**src/rtl/apb_cmd_master_if.sv**
```systemverilog
// apb_cmd_master_if: bundles the command channel, response channel and APB3
// initiator signals of apb_cmd_master.
//   cmd_*  : valid/ready command channel (agent -> master)
//   rsp_*  : valid/ready response channel (master -> agent)
//   p*     : APB3 bus (master <-> slave peripheral)
// Modports:
//   master : view used by apb_cmd_master itself
//   slave  : view used by the agent/peripheral side (e.g. a testbench)
interface apb_cmd_master_if #(
  parameter int unsigned ADDR_WIDTH = 32,
  parameter int unsigned DATA_WIDTH = 32
);
  logic                  cmd_valid;
  logic                  cmd_ready;
  logic                  cmd_write;
  logic [ADDR_WIDTH-1:0] cmd_addr;
  logic [DATA_WIDTH-1:0] cmd_wdata;

  logic                  rsp_valid;
  logic                  rsp_ready;
  logic [DATA_WIDTH-1:0] rsp_rdata;
  logic                  rsp_err;
  logic                  rsp_timeout;

  logic                  psel;
  logic                  penable;
  logic [ADDR_WIDTH-1:0] paddr;
  logic                  pwrite;
  logic [DATA_WIDTH-1:0] pwdata;
  logic [2:0]            pprot;
  logic [DATA_WIDTH-1:0] prdata;
  logic                  pready;
  logic                  pslverr;

  modport master (
    input  cmd_valid, cmd_write, cmd_addr, cmd_wdata,
    output cmd_ready,
    output rsp_valid, rsp_rdata, rsp_err, rsp_timeout,
    input  rsp_ready,
    output psel, penable, paddr, pwrite, pwdata, pprot,
    input  prdata, pready, pslverr
  );

  modport slave (
    output cmd_valid, cmd_write, cmd_addr, cmd_wdata,
    input  cmd_ready,
    input  rsp_valid, rsp_rdata, rsp_err, rsp_timeout,
    output rsp_ready,
    input  psel, penable, paddr, pwrite, pwdata, pprot,
    output prdata, pready, pslverr
  );
endinterface

```
**src/rtl/apb_cmd_master.sv**
```systemverilog
// apb_cmd_master: single-outstanding APB3 initiator. Accepts one command on
// the valid/ready command channel, runs one APB transfer (SETUP then ACCESS
// until pready) and returns read data / error on the response channel.
// Minimum cadence is 4 cycles per transfer; no pipelining.
// Ports:
//   pclk    : clock
//   presetn : asynchronous active-low reset
//   bus     : apb_cmd_master_if.master (command, response and APB signals)
// Optional feature: define APB_MST_TIMEOUT_EN to abort an ACCESS phase that
// sees pready low for more than TIMEOUT_CYCLES wait states; the response then
// reports rsp_err = 1, rsp_timeout = 1, rsp_rdata = 0. Without the macro,
// ACCESS waits indefinitely and rsp_timeout is tied to 0.
module apb_cmd_master #(
  parameter int unsigned ADDR_WIDTH     = 32,
  parameter int unsigned DATA_WIDTH     = 32,
  parameter logic [2:0]  PPROT_VAL      = 3'b010,
  parameter int unsigned TIMEOUT_CYCLES = 255
) (
  input  logic                  pclk,
  input  logic                  presetn,
  apb_cmd_master_if.master      bus
);

  typedef enum logic [1:0] {
    IDLE   = 2'd0,
    SETUP  = 2'd1,
    ACCESS = 2'd2,
    RESP   = 2'd3
  } state_e;

  state_e                state_q,     state_d;
  logic [ADDR_WIDTH-1:0] paddr_q,     paddr_d;
  logic                  pwrite_q,    pwrite_d;
  logic [DATA_WIDTH-1:0] pwdata_q,    pwdata_d;
  logic [2:0]            pprot_q,     pprot_d;
  logic [DATA_WIDTH-1:0] rsp_rdata_q, rsp_rdata_d;
  logic                  rsp_err_q,   rsp_err_d;

`ifdef APB_MST_TIMEOUT_EN
  localparam int unsigned CNT_W = (TIMEOUT_CYCLES < 2) ? 1 : $clog2(TIMEOUT_CYCLES + 1);
  localparam logic [CNT_W-1:0] CNT_LIMIT = CNT_W'(TIMEOUT_CYCLES);

  logic [CNT_W-1:0] wait_cnt_q,    wait_cnt_d;
  logic             rsp_timeout_q, rsp_timeout_d;
`endif

  always_comb begin
    state_d     = state_q;
    paddr_d     = paddr_q;
    pwrite_d    = pwrite_q;
    pwdata_d    = pwdata_q;
    pprot_d     = pprot_q;
    rsp_rdata_d = rsp_rdata_q;
    rsp_err_d   = rsp_err_q;
`ifdef APB_MST_TIMEOUT_EN
    wait_cnt_d    = wait_cnt_q;
    rsp_timeout_d = rsp_timeout_q;
`endif

    unique case (state_q)
      IDLE: begin
        if (bus.cmd_valid) begin
          paddr_d  = bus.cmd_addr;
          pwrite_d = bus.cmd_write;
          pwdata_d = bus.cmd_write ? bus.cmd_wdata : '0;
          pprot_d  = PPROT_VAL;
          state_d  = SETUP;
        end
      end
      SETUP: begin
`ifdef APB_MST_TIMEOUT_EN
        wait_cnt_d = '0;
`endif
        state_d = ACCESS;
      end
      ACCESS: begin
        // Completion takes priority over a timeout reached in the same cycle.
        if (bus.pready) begin
          rsp_rdata_d = pwrite_q ? '0 : bus.prdata;
          rsp_err_d   = bus.pslverr;
`ifdef APB_MST_TIMEOUT_EN
          rsp_timeout_d = 1'b0;
`endif
          state_d     = RESP;
        end
`ifdef APB_MST_TIMEOUT_EN
        else if (wait_cnt_q == CNT_LIMIT) begin
          rsp_rdata_d   = '0;
          rsp_err_d     = 1'b1;
          rsp_timeout_d = 1'b1;
          state_d       = RESP;
        end else begin
          wait_cnt_d = wait_cnt_q + 1'b1;
        end
`endif
      end
      RESP: begin
        if (bus.rsp_ready) begin
          state_d = IDLE;
        end
      end
      default: state_d = IDLE;
    endcase
  end

  always_ff @(posedge pclk or negedge presetn) begin
    if (!presetn) begin
      state_q     <= IDLE;
      paddr_q     <= '0;
      pwrite_q    <= 1'b0;
      pwdata_q    <= '0;
      pprot_q     <= '0;
      rsp_rdata_q <= '0;
      rsp_err_q   <= 1'b0;
    end else begin
      state_q     <= state_d;
      paddr_q     <= paddr_d;
      pwrite_q    <= pwrite_d;
      pwdata_q    <= pwdata_d;
      pprot_q     <= pprot_d;
      rsp_rdata_q <= rsp_rdata_d;
      rsp_err_q   <= rsp_err_d;
    end
  end

`ifdef APB_MST_TIMEOUT_EN
  always_ff @(posedge pclk or negedge presetn) begin
    if (!presetn) begin
      wait_cnt_q    <= '0;
      rsp_timeout_q <= 1'b0;
    end else begin
      wait_cnt_q    <= wait_cnt_d;
      rsp_timeout_q <= rsp_timeout_d;
    end
  end

  assign bus.rsp_timeout = rsp_timeout_q;
`else
  assign bus.rsp_timeout = 1'b0;
`endif

  // Strobes decode straight from the state register so reset drops them
  // asynchronously.
  assign bus.cmd_ready = (state_q == IDLE);
  assign bus.psel      = (state_q == SETUP) || (state_q == ACCESS);
  assign bus.penable   = (state_q == ACCESS);
  assign bus.rsp_valid = (state_q == RESP);

  assign bus.paddr     = paddr_q;
  assign bus.pwrite    = pwrite_q;
  assign bus.pwdata    = pwdata_q;
  assign bus.pprot     = pprot_q;
  assign bus.rsp_rdata = rsp_rdata_q;
  assign bus.rsp_err   = rsp_err_q;

endmodule

```
**src/flat_wrapper.sv**
```systemverilog
// flat-port wrapper written by rule: the top's interface ports become plain ports
module apb_cmd_master_flat 
#(
  parameter int unsigned ADDR_WIDTH     = 32,
  parameter int unsigned DATA_WIDTH     = 32,
  parameter logic [2:0]  PPROT_VAL      = 3'b010,
  parameter int unsigned TIMEOUT_CYCLES = 255
)
  (pclk, presetn, bus_cmd_valid, bus_cmd_write, bus_cmd_addr, bus_cmd_wdata, bus_cmd_ready, bus_rsp_valid, bus_rsp_rdata, bus_rsp_err, bus_rsp_timeout, bus_rsp_ready, bus_psel, bus_penable, bus_paddr, bus_pwrite, bus_pwdata, bus_pprot, bus_prdata, bus_pready, bus_pslverr);
  apb_cmd_master_if #(.ADDR_WIDTH(ADDR_WIDTH), .DATA_WIDTH(DATA_WIDTH)) bus_i ();
  input  logic pclk;
  input  logic presetn;
  input wire logic [$bits(bus_i.cmd_valid)-1:0] bus_cmd_valid;
  input wire logic [$bits(bus_i.cmd_write)-1:0] bus_cmd_write;
  input wire logic [$bits(bus_i.cmd_addr)-1:0] bus_cmd_addr;
  input wire logic [$bits(bus_i.cmd_wdata)-1:0] bus_cmd_wdata;
  output wire logic [$bits(bus_i.cmd_ready)-1:0] bus_cmd_ready;
  output wire logic [$bits(bus_i.rsp_valid)-1:0] bus_rsp_valid;
  output wire logic [$bits(bus_i.rsp_rdata)-1:0] bus_rsp_rdata;
  output wire logic [$bits(bus_i.rsp_err)-1:0] bus_rsp_err;
  output wire logic [$bits(bus_i.rsp_timeout)-1:0] bus_rsp_timeout;
  input wire logic [$bits(bus_i.rsp_ready)-1:0] bus_rsp_ready;
  output wire logic [$bits(bus_i.psel)-1:0] bus_psel;
  output wire logic [$bits(bus_i.penable)-1:0] bus_penable;
  output wire logic [$bits(bus_i.paddr)-1:0] bus_paddr;
  output wire logic [$bits(bus_i.pwrite)-1:0] bus_pwrite;
  output wire logic [$bits(bus_i.pwdata)-1:0] bus_pwdata;
  output wire logic [$bits(bus_i.pprot)-1:0] bus_pprot;
  input wire logic [$bits(bus_i.prdata)-1:0] bus_prdata;
  input wire logic [$bits(bus_i.pready)-1:0] bus_pready;
  input wire logic [$bits(bus_i.pslverr)-1:0] bus_pslverr;
  assign bus_i.cmd_valid = bus_cmd_valid;
  assign bus_i.cmd_write = bus_cmd_write;
  assign bus_i.cmd_addr = bus_cmd_addr;
  assign bus_i.cmd_wdata = bus_cmd_wdata;
  assign bus_cmd_ready = bus_i.cmd_ready;
  assign bus_rsp_valid = bus_i.rsp_valid;
  assign bus_rsp_rdata = bus_i.rsp_rdata;
  assign bus_rsp_err = bus_i.rsp_err;
  assign bus_rsp_timeout = bus_i.rsp_timeout;
  assign bus_i.rsp_ready = bus_rsp_ready;
  assign bus_psel = bus_i.psel;
  assign bus_penable = bus_i.penable;
  assign bus_paddr = bus_i.paddr;
  assign bus_pwrite = bus_i.pwrite;
  assign bus_pwdata = bus_i.pwdata;
  assign bus_pprot = bus_i.pprot;
  assign bus_i.prdata = bus_prdata;
  assign bus_i.pready = bus_pready;
  assign bus_i.pslverr = bus_pslverr;
  apb_cmd_master #(.ADDR_WIDTH(ADDR_WIDTH), .DATA_WIDTH(DATA_WIDTH), .PPROT_VAL(PPROT_VAL), .TIMEOUT_CYCLES(TIMEOUT_CYCLES)) u_core (.pclk(pclk), .presetn(presetn), .bus(bus_i));
endmodule
```
**config.mk**
```make
export PLATFORM = sky130hd
export DESIGN_NAME = apb_cmd_master_flat
export DESIGN_NICKNAME = d
export VERILOG_FILES = /design/src/rtl/apb_cmd_master_if.sv /design/src/rtl/apb_cmd_master.sv /design/src/flat_wrapper.sv
export SDC_FILE = /design/constraint.sdc
export NUM_CORES = 1
export LEC_CHECK = 0
export CORE_ASPECT_RATIO = 0.8
export CORE_UTILIZATION = 36
export DETAILED_ROUTE_END_ITERATION = 10
export GPL_ROUTABILITY_DRIVEN = 0
export PLACE_DENSITY = 0.8
export SLEW_MARGIN = 20
export SYNTH_ARGS = -nofsm -noshare
export SYNTH_HDL_FRONTEND = slang
export SYNTH_SLANG_ARGS = --single-unit
```
**constraint.sdc**
```tcl
create_clock -name pclk -period 1.4 [get_ports pclk]
set_input_delay 0.28 -clock pclk [delete_from_list [all_inputs] [get_ports pclk]]
set_output_delay 0.28 -clock pclk [all_outputs]
set_load 0.005 [all_outputs]
```
==> out/qor.yml, run 1 <==
clock_tree:
  cts_inserted_buffers: 9
  cts-root-buf: "clkbuf_16"
  htree_levels: 3
  clock_path_buffers: 2
  clk_pin_slew_ns: 0.07
  cts_tree: "built"
  insertion_delay_ns: 0.32
  cts_sinks: 101
setup_path:
  crit_end: "u_core.state_q[1]$_DFFE_PN0P_"
  crit_required_ns: 1.61
  crit_start: "u_core.state_q[0]$_DFFE_PN0P_"
  critPathKind: "flop to flop"
  critPathMaxFanout: 4
  rr_worst_depth: 5
  cp-start-kind: "flop"
  reg2reg_to: "u_core.state_q[1]$_DFFE_PN0P_"
  worstReg2RegStart: "u_core.state_q[0]$_DFFE_PN0P_"
  endpoint_kind: "flop"
  cp.arrival_ns: 1.80
  r2r_slack_ns: -0.19
floorplanning:
  start_util: 0.370
  die_h_um: 96.7
  rows: 34
  die_area_sq_um: 11600
  fp.coreArea_sq_um: 10900
  die_x_um: 120
  io_pins: 209
power:
  total_power_uw: 13400
  p_per_area_nw_per_um2: 1940
  p_leak_uw: 0.00337
  peakVddDrop_mv: 0.963
layout:
  drive_above_1_share: 0.156
  final_cell_mix: "clkdlybuf4s50_1 (101), dfrtp_1 (101), dlygate4sd2_1 (99)"
  multi_input_area_sq_um: 1530
  seq_area_sq_um: 2530
  final_nets: 704
  area_delta_synth_final_pct: 71.7
  antenna_cells: 0
  n_fill_cell: 895
  post-route-util: 0.636
placed_design:
  portBuffers: 205
  dp_hpwl_mm: 7.76
global_routing:
  grt_usage: 0.186
  antenna_found_initial: 0
  grt.overflow.total: 0
  grt_first_pass_wirelength_mm: 17.3
  grt_pass1_vias: 3506
  grt_max_degree: 52
drt:
  vias_per_cell: 4.62
  dr.first_iter.drc_count: 119
  avgRoutedWirePerCell_um: 15.2
  antenna_left: 0
  wirelength_mm: 11.3
  vias: 3442
  first_pass_iters: 5
  drc_errors: 0
timing:
  rsz0062_at_grt: "true"
  maxSlewViolCount: 0
  setup_ws_ns: -0.190
  setup_viol: 39
  fin_crit_ns: 1.59
  min_period_over_period: 1.14
  max_freq_mhz: 629
  fin_skew_ns: 0.00407
  finalHoldViolations: 0
  holdWs_ns: 0.473
synth:
  ys_seq_area_frac: 0.627
  syn-instance-count: 371
  avgSynthCellArea_sq_um: 10.9
  synth_seq_cells: 101
  ys_types: 17
  syn_area_sq_um: 4030
  yosysWarnings: 0
min_path:
  hp-class: "flop to flop"
run:
  max_cap_viol_count: 0
status:
  outcome: "finished, violations left"
  violations: "setup timing"
-- worst min path at each step --
stage	end	start	slack (ns)	cells past startpoint
floorplan	u_core.bus.paddr[0]$_DFFE_PN0P_	presetn	-0.02	0
finish	u_core.bus.rsp_rdata[0]$_DFFE_PN0P_	u_core.bus.rsp_rdata[0]$_DFFE_PN0P_	0.47	2
global route	u_core.bus.rsp_rdata[0]$_DFFE_PN0P_	u_core.bus.rsp_rdata[0]$_DFFE_PN0P_	0.50	2
global placement	u_core.bus.paddr[21]$_DFFE_PN0P_	presetn	0.30	2
CTS	u_core.bus.rsp_rdata[0]$_DFFE_PN0P_	u_core.bus.rsp_rdata[0]$_DFFE_PN0P_	0.48	2
detailed placement	u_core.bus.paddr[25]$_DFFE_PN0P_	presetn	0.31	2
-- per-layer routing --
metal	up-vias	routed length, um	global-route usage
li1	1654	-	-
met1	1660	4860	0.226
met2	120	5710	0.324
met3	8	678	0.0542
met4	0	91	0.0418
met5	-	0	0
-- flip-flops by register name, summed over array words and instances (netlist names) --
name / flops
u_core.bus.paddr: 32
u_core.bus.pprot: 1
u_core.bus.pwrite: 1
u_core.bus.rsp_err: 1
u_core.bus.rsp_rdata: 32
u_core.state_q: 2
u_core.bus.pwdata: 32
-- power by group --
group	internal [uW]	switching, uW	leakage, uW
clock	1610	1030	0.000151
sequential	4250	658	0.00126
combinational	3480	2400	0.00196
total	9340	4090	0.00337
-- critical path: stages, from the launching register on --
cell      delay [ns]
dfrtp_1         0.37
inv_2           0.05
buf_6           0.11
ha_4            0.16
a222oi_1        0.43
mux2_1          0.36
-- per-stage QoR --
| stage | TNS (ns) | setup WS (ns) | area [sq um] | instances |
|---|---|---|---|---|
| global route | -7.63 | -0.262 | 6930 | 745 |
| CTS | -2.55 | -0.160 | 6670 | 737 |
| finish | -5.47 | -0.190 | 6930 | 745 |
| detailed placement | -15.93 | -0.281 | 6350 | 712 |
| floorplan | -0.202 | -0.116 | 4050 | 373 |
| global placement | -13.30 | -0.262 | 6350 | 712 |
-- cell families after synthesis --
family	Yosys count	share of synthesized area
muxes	36	0.100
AOI/OAI and AO/OA	65	0.0819
buffers and inverters	32	0.0347
other	1	0.000930
adders and majority gates	4	0.0124
and+or+nand+nor	132	0.143
DFF	101	0.627
-- cells in the mapped netlist (all sizes together) --
library cell  count  share of area
nor2              1        0.00093
mux2             35          0.098
o21ai            64          0.079
inv               5         0.0047
nand2b           33          0.051
clkbuf           16          0.015
buf              11          0.015
nand2            98          0.091
conb              1        0.00093
a222oi            1         0.0025
mux2i             1         0.0025
dfrtp           101           0.63
ha                4          0.012
-- repair_timing --
item	in CTS	in global routing
setup buffers	9	2
cloned	0	6
pin swaps	3	2
gates resized for setup	128	36
hold endpoints to repair	101	0
setup endpoints to repair	174	77
hold buffers	1	0
-- final cells by class --
cell class | count | share of cell area
Tap cell | 144 | 0.0260
Sequential cell | 101 | 0.365
Timing Repair Buffer | 239 | 0.339
Inverter | 5 | 0.00271
Multi-Input combinational cell | 241 | 0.221
Clock buffer | 10 | 0.0345
Clock inverter | 5 | 0.0121
(Power assumes the default switching activity.)
==> run 2, diff against run 1 <==
--- a/config.mk
+++ b/config.mk
@@ -5,6 +5,7 @@
 export SDC_FILE = /design/constraint.sdc
 export NUM_CORES = 1
 export LEC_CHECK = 0
+export ABC_CLOCK_PERIOD_IN_PS = 1400
 export CORE_ASPECT_RATIO = 0.8
 export CORE_UTILIZATION = 36
 export DETAILED_ROUTE_END_ITERATION = 10
==> results of run 2 <==
No change in the layout: final DEF, timing and power equal those of run 1.
==> run 3, diff against run 2 <==
--- a/config.mk
+++ b/config.mk
@@ -11,6 +11,7 @@
 export DETAILED_ROUTE_END_ITERATION = 10
 export GPL_ROUTABILITY_DRIVEN = 0
 export PLACE_DENSITY = 0.8
+export SETUP_SLACK_MARGIN = 0.05
 export SLEW_MARGIN = 20
 export SYNTH_ARGS = -nofsm -noshare
 export SYNTH_HDL_FRONTEND = slang
==> out/qor.yml, run 3 (synthesis results as in run 1) <==
setup_path:
  max_stage_delay_ns: 0.38  # was 0.43 ns
  reg2reg_to: "u_core.state_q[1]$_DFFE_PN0P_"  # unchanged
  endpoint_kind: "flop"  # unchanged
  worstReg2RegStart: "u_core.state_q[0]$_DFFE_PN0P_"  # unchanged
  cp-start-kind: "flop"  # unchanged
  cp.arrival_ns: 1.82  # was 1.80 ns
  cpLargestDelayFamily: "flip-flops"  # was compound AO/OA/AOI/OAI gates
  critPathKind: "flop to flop"  # unchanged
  critPathMaxFanout: 2  # was 4
  rr_worst_depth: 6  # was 5
  crit_required_ns: 1.62  # was 1.61 ns
  crit_chain: "inv_2 -> ha_4 -> buf_6 -> a222oi_1 -> buf_4 -> mux2_4"  # was inv_2 -> buf_6 -> ha_4 -> a222oi_1 -> mux2_1
  cp_slowest_cell: "dfrtp_1"  # was a222oi_1
  path_buf_inv: 3  # was 2
  r2r_slack_ns: -0.19  # about the same
floorplanning:
  fp.coreArea_sq_um: 10900  # unchanged
  start_util: 0.370  # unchanged
  die_h_um: 96.7  # unchanged
  die_area_sq_um: 11600  # unchanged
  io_pins: 209  # unchanged
  rows: 34  # unchanged
  die_x_um: 120  # unchanged
timing:
  max_freq_mhz: 627  # was 629 MHz
  finalHoldViolations: 0  # unchanged
  maxSlewViolCount: 0  # unchanged
  tns_ns: -4.63  # was -5.47 ns
  fin_skew_ns: 0.00502  # was 0.00407 ns
  setup_viol: 63  # was 39
  fin_crit_ns: 1.59  # about the same
  min_period_over_period: 1.14  # about the same
  rsz0062_at_grt: "true"  # unchanged
  setup_ws_ns: -0.195  # was -0.190 ns
power:
  p_comb_frac: 0.451  # was 0.438
  total_power_uw: 14100  # was 13400 uW
  p_int_uw: 9810  # was 9340 uW
  p_per_area_nw_per_um2: 1990  # was 1940 nW/um^2
  seqPwrFrac: 0.346  # was 0.365
  p_leak_uw: 0.00344  # was 0.00337 uW
  clkPwrFrac: 0.203  # was 0.197
  power_switching_share: 0.306  # was 0.304
  p_sw_uw: 4330  # was 4090 uW
  peakVddDrop_mv: 1.31  # was 0.963 mV
global_routing:
  grt.overflow.total: 0  # unchanged
  antenna_found_initial: 0  # unchanged
  grt_usage: 0.205  # was 0.186
  grt_max_degree: 42  # was 52
  grt_first_pass_wirelength_mm: 18.5  # was 17.3 mm
  grt_pass1_vias: 3613  # was 3506
layout:
  final_cell_mix: "clkdlybuf4s50_1 (101), dfrtp_1 (101), dlygate4sd2_1 (99)"  # unchanged
  final_nets: 719  # was 704
  area_delta_synth_final_pct: 76.2  # was 71.7%
  drive_above_1_share: 0.196  # was 0.156
  antenna_cells: 0  # unchanged
drt:
  wirelength_mm: 12.2  # was 11.3 mm
  dr.first_iter.drc_count: 143  # was 119
  vias_per_cell: 4.71  # was 4.62
  avgRoutedWirePerCell_um: 16.0  # was 15.2 um
  vias: 3587  # was 3442
  antenna_left: 0  # unchanged
  drc_errors: 0  # unchanged
  first_pass_iters: 4  # was 5
run:
  max_cap_viol_count: 0  # unchanged
status:
  violations: "setup timing"  # unchanged
  outcome: "finished, violations left"  # unchanged
clock_tree:
  cts_tree: "built"  # unchanged
  cts_inserted_buffers: 9  # unchanged
  htree_levels: 3  # unchanged
  cts_sinks: 101  # unchanged
  insertion_delay_ns: 0.33  # was 0.32 ns
  clk_pin_slew_ns: 0.07  # about the same
  clock_path_buffers: 2  # unchanged
  cts-root-buf: "clkbuf_16"  # unchanged
min_path:
  hp-class: "input pin to async pin"  # was flop to flop
placed_design:
  portBuffers: 205  # unchanged
  dp_hpwl_mm: 7.92  # was 7.76 mm
## run 3: changes by cell type in the layout (fill, tap and decap cells not counted), sizes merged
| cell | delta |
|---|---|
| bufbuf | +2 |
| buf | +11 |
| clkinvlp | -1 |
| bufinv | +1 |
| clkbuf | +3 |
## run 3: cell type report
cell class / instances / area, sq um
repair buffers: 254 / 2530
inverters: 5 / 18.8
well taps: 144 / 180
multi-input cells: 241 / 1500
clock inverters: 5 / 106
clock buffers: 11 / 243
fillers: 852 / 3780
flip-flops and latches: 101 / 2530
## run 3: how the worst max path moves through the flow
stage / startpoint / depth (start not counted) / end / slack, ns
2_1_floorplan: u_core.state_q[1]$_DFFE_PN0P_ / 4 / u_core.state_q[1]$_DFFE_PN0P_ / -0.12
3_3_place_gp: bus_cmd_valid / 4 / u_core.state_q[1]$_DFFE_PN0P_ / -0.27
3_5_place_dp: bus_cmd_valid / 4 / u_core.state_q[1]$_DFFE_PN0P_ / -0.35
4_1_cts: u_core.state_q[0]$_DFFE_PN0P_ / 6 / u_core.state_q[1]$_DFFE_PN0P_ / -0.17
5_1_grt: u_core.state_q[0]$_DFFE_PN0P_ / 6 / u_core.state_q[1]$_DFFE_PN0P_ / -0.26
6_report: u_core.state_q[0]$_DFFE_PN0P_ / 6 / u_core.state_q[1]$_DFFE_PN0P_ / -0.19
## run 3: worst reg2reg max path, stage by stage (launching register included)
cell and delay, ns:
dfrtp_1 0.38, inv_2 0.07, ha_4 0.16, buf_6 0.11, a222oi_1 0.30, buf_4 0.18, mux2_4 0.30
## run 3: stage by stage
step            util  hold slack, ns  setup WS [ns]  std cells  cell area, sq um
2_1_floorplan      -         -0.0156         -0.116        373              4060
3_3_place_gp   0.587           0.216         -0.267        716              6390
3_5_place_dp   0.587           0.218         -0.353        716              6390
4_1_cts        0.632           0.394         -0.171        751              6880
5_1_grt        0.653           0.418         -0.263        761              7110
6_report       0.653           0.398         -0.195        761              7110
## run 3: power by group through the flow
stage | clock [uW] | combinational [uW] | sequential [uW]
after floorplan | 0 | 2010 | 5050
final | 2870 | 6380 | 4890
after CTS | 2930 | 5800 | 4890
after global placement | 0 | 5770 | 4930
after global routing | 3040 | 6950 | 5050
after detailed placement | 0 | 5970 | 5000
## run 3: repair_timing
action	in CTS	in global routing
cloned	3	7
buffers inserted	15	4
pin swaps	3	3
endpoints found under the setup margin	192	101
hold buffers	1	0
resized for setup	135	36
hold endpoints to repair	24	0
## run 3: routing by layer
layer  wire (um)  up-vias  GRT usage
met5           0        -          0
met4         253        0     0.0712
met3         847       21     0.0507
met2        6050      135      0.355
met1        5020     1742      0.248
li1            -     1689          -
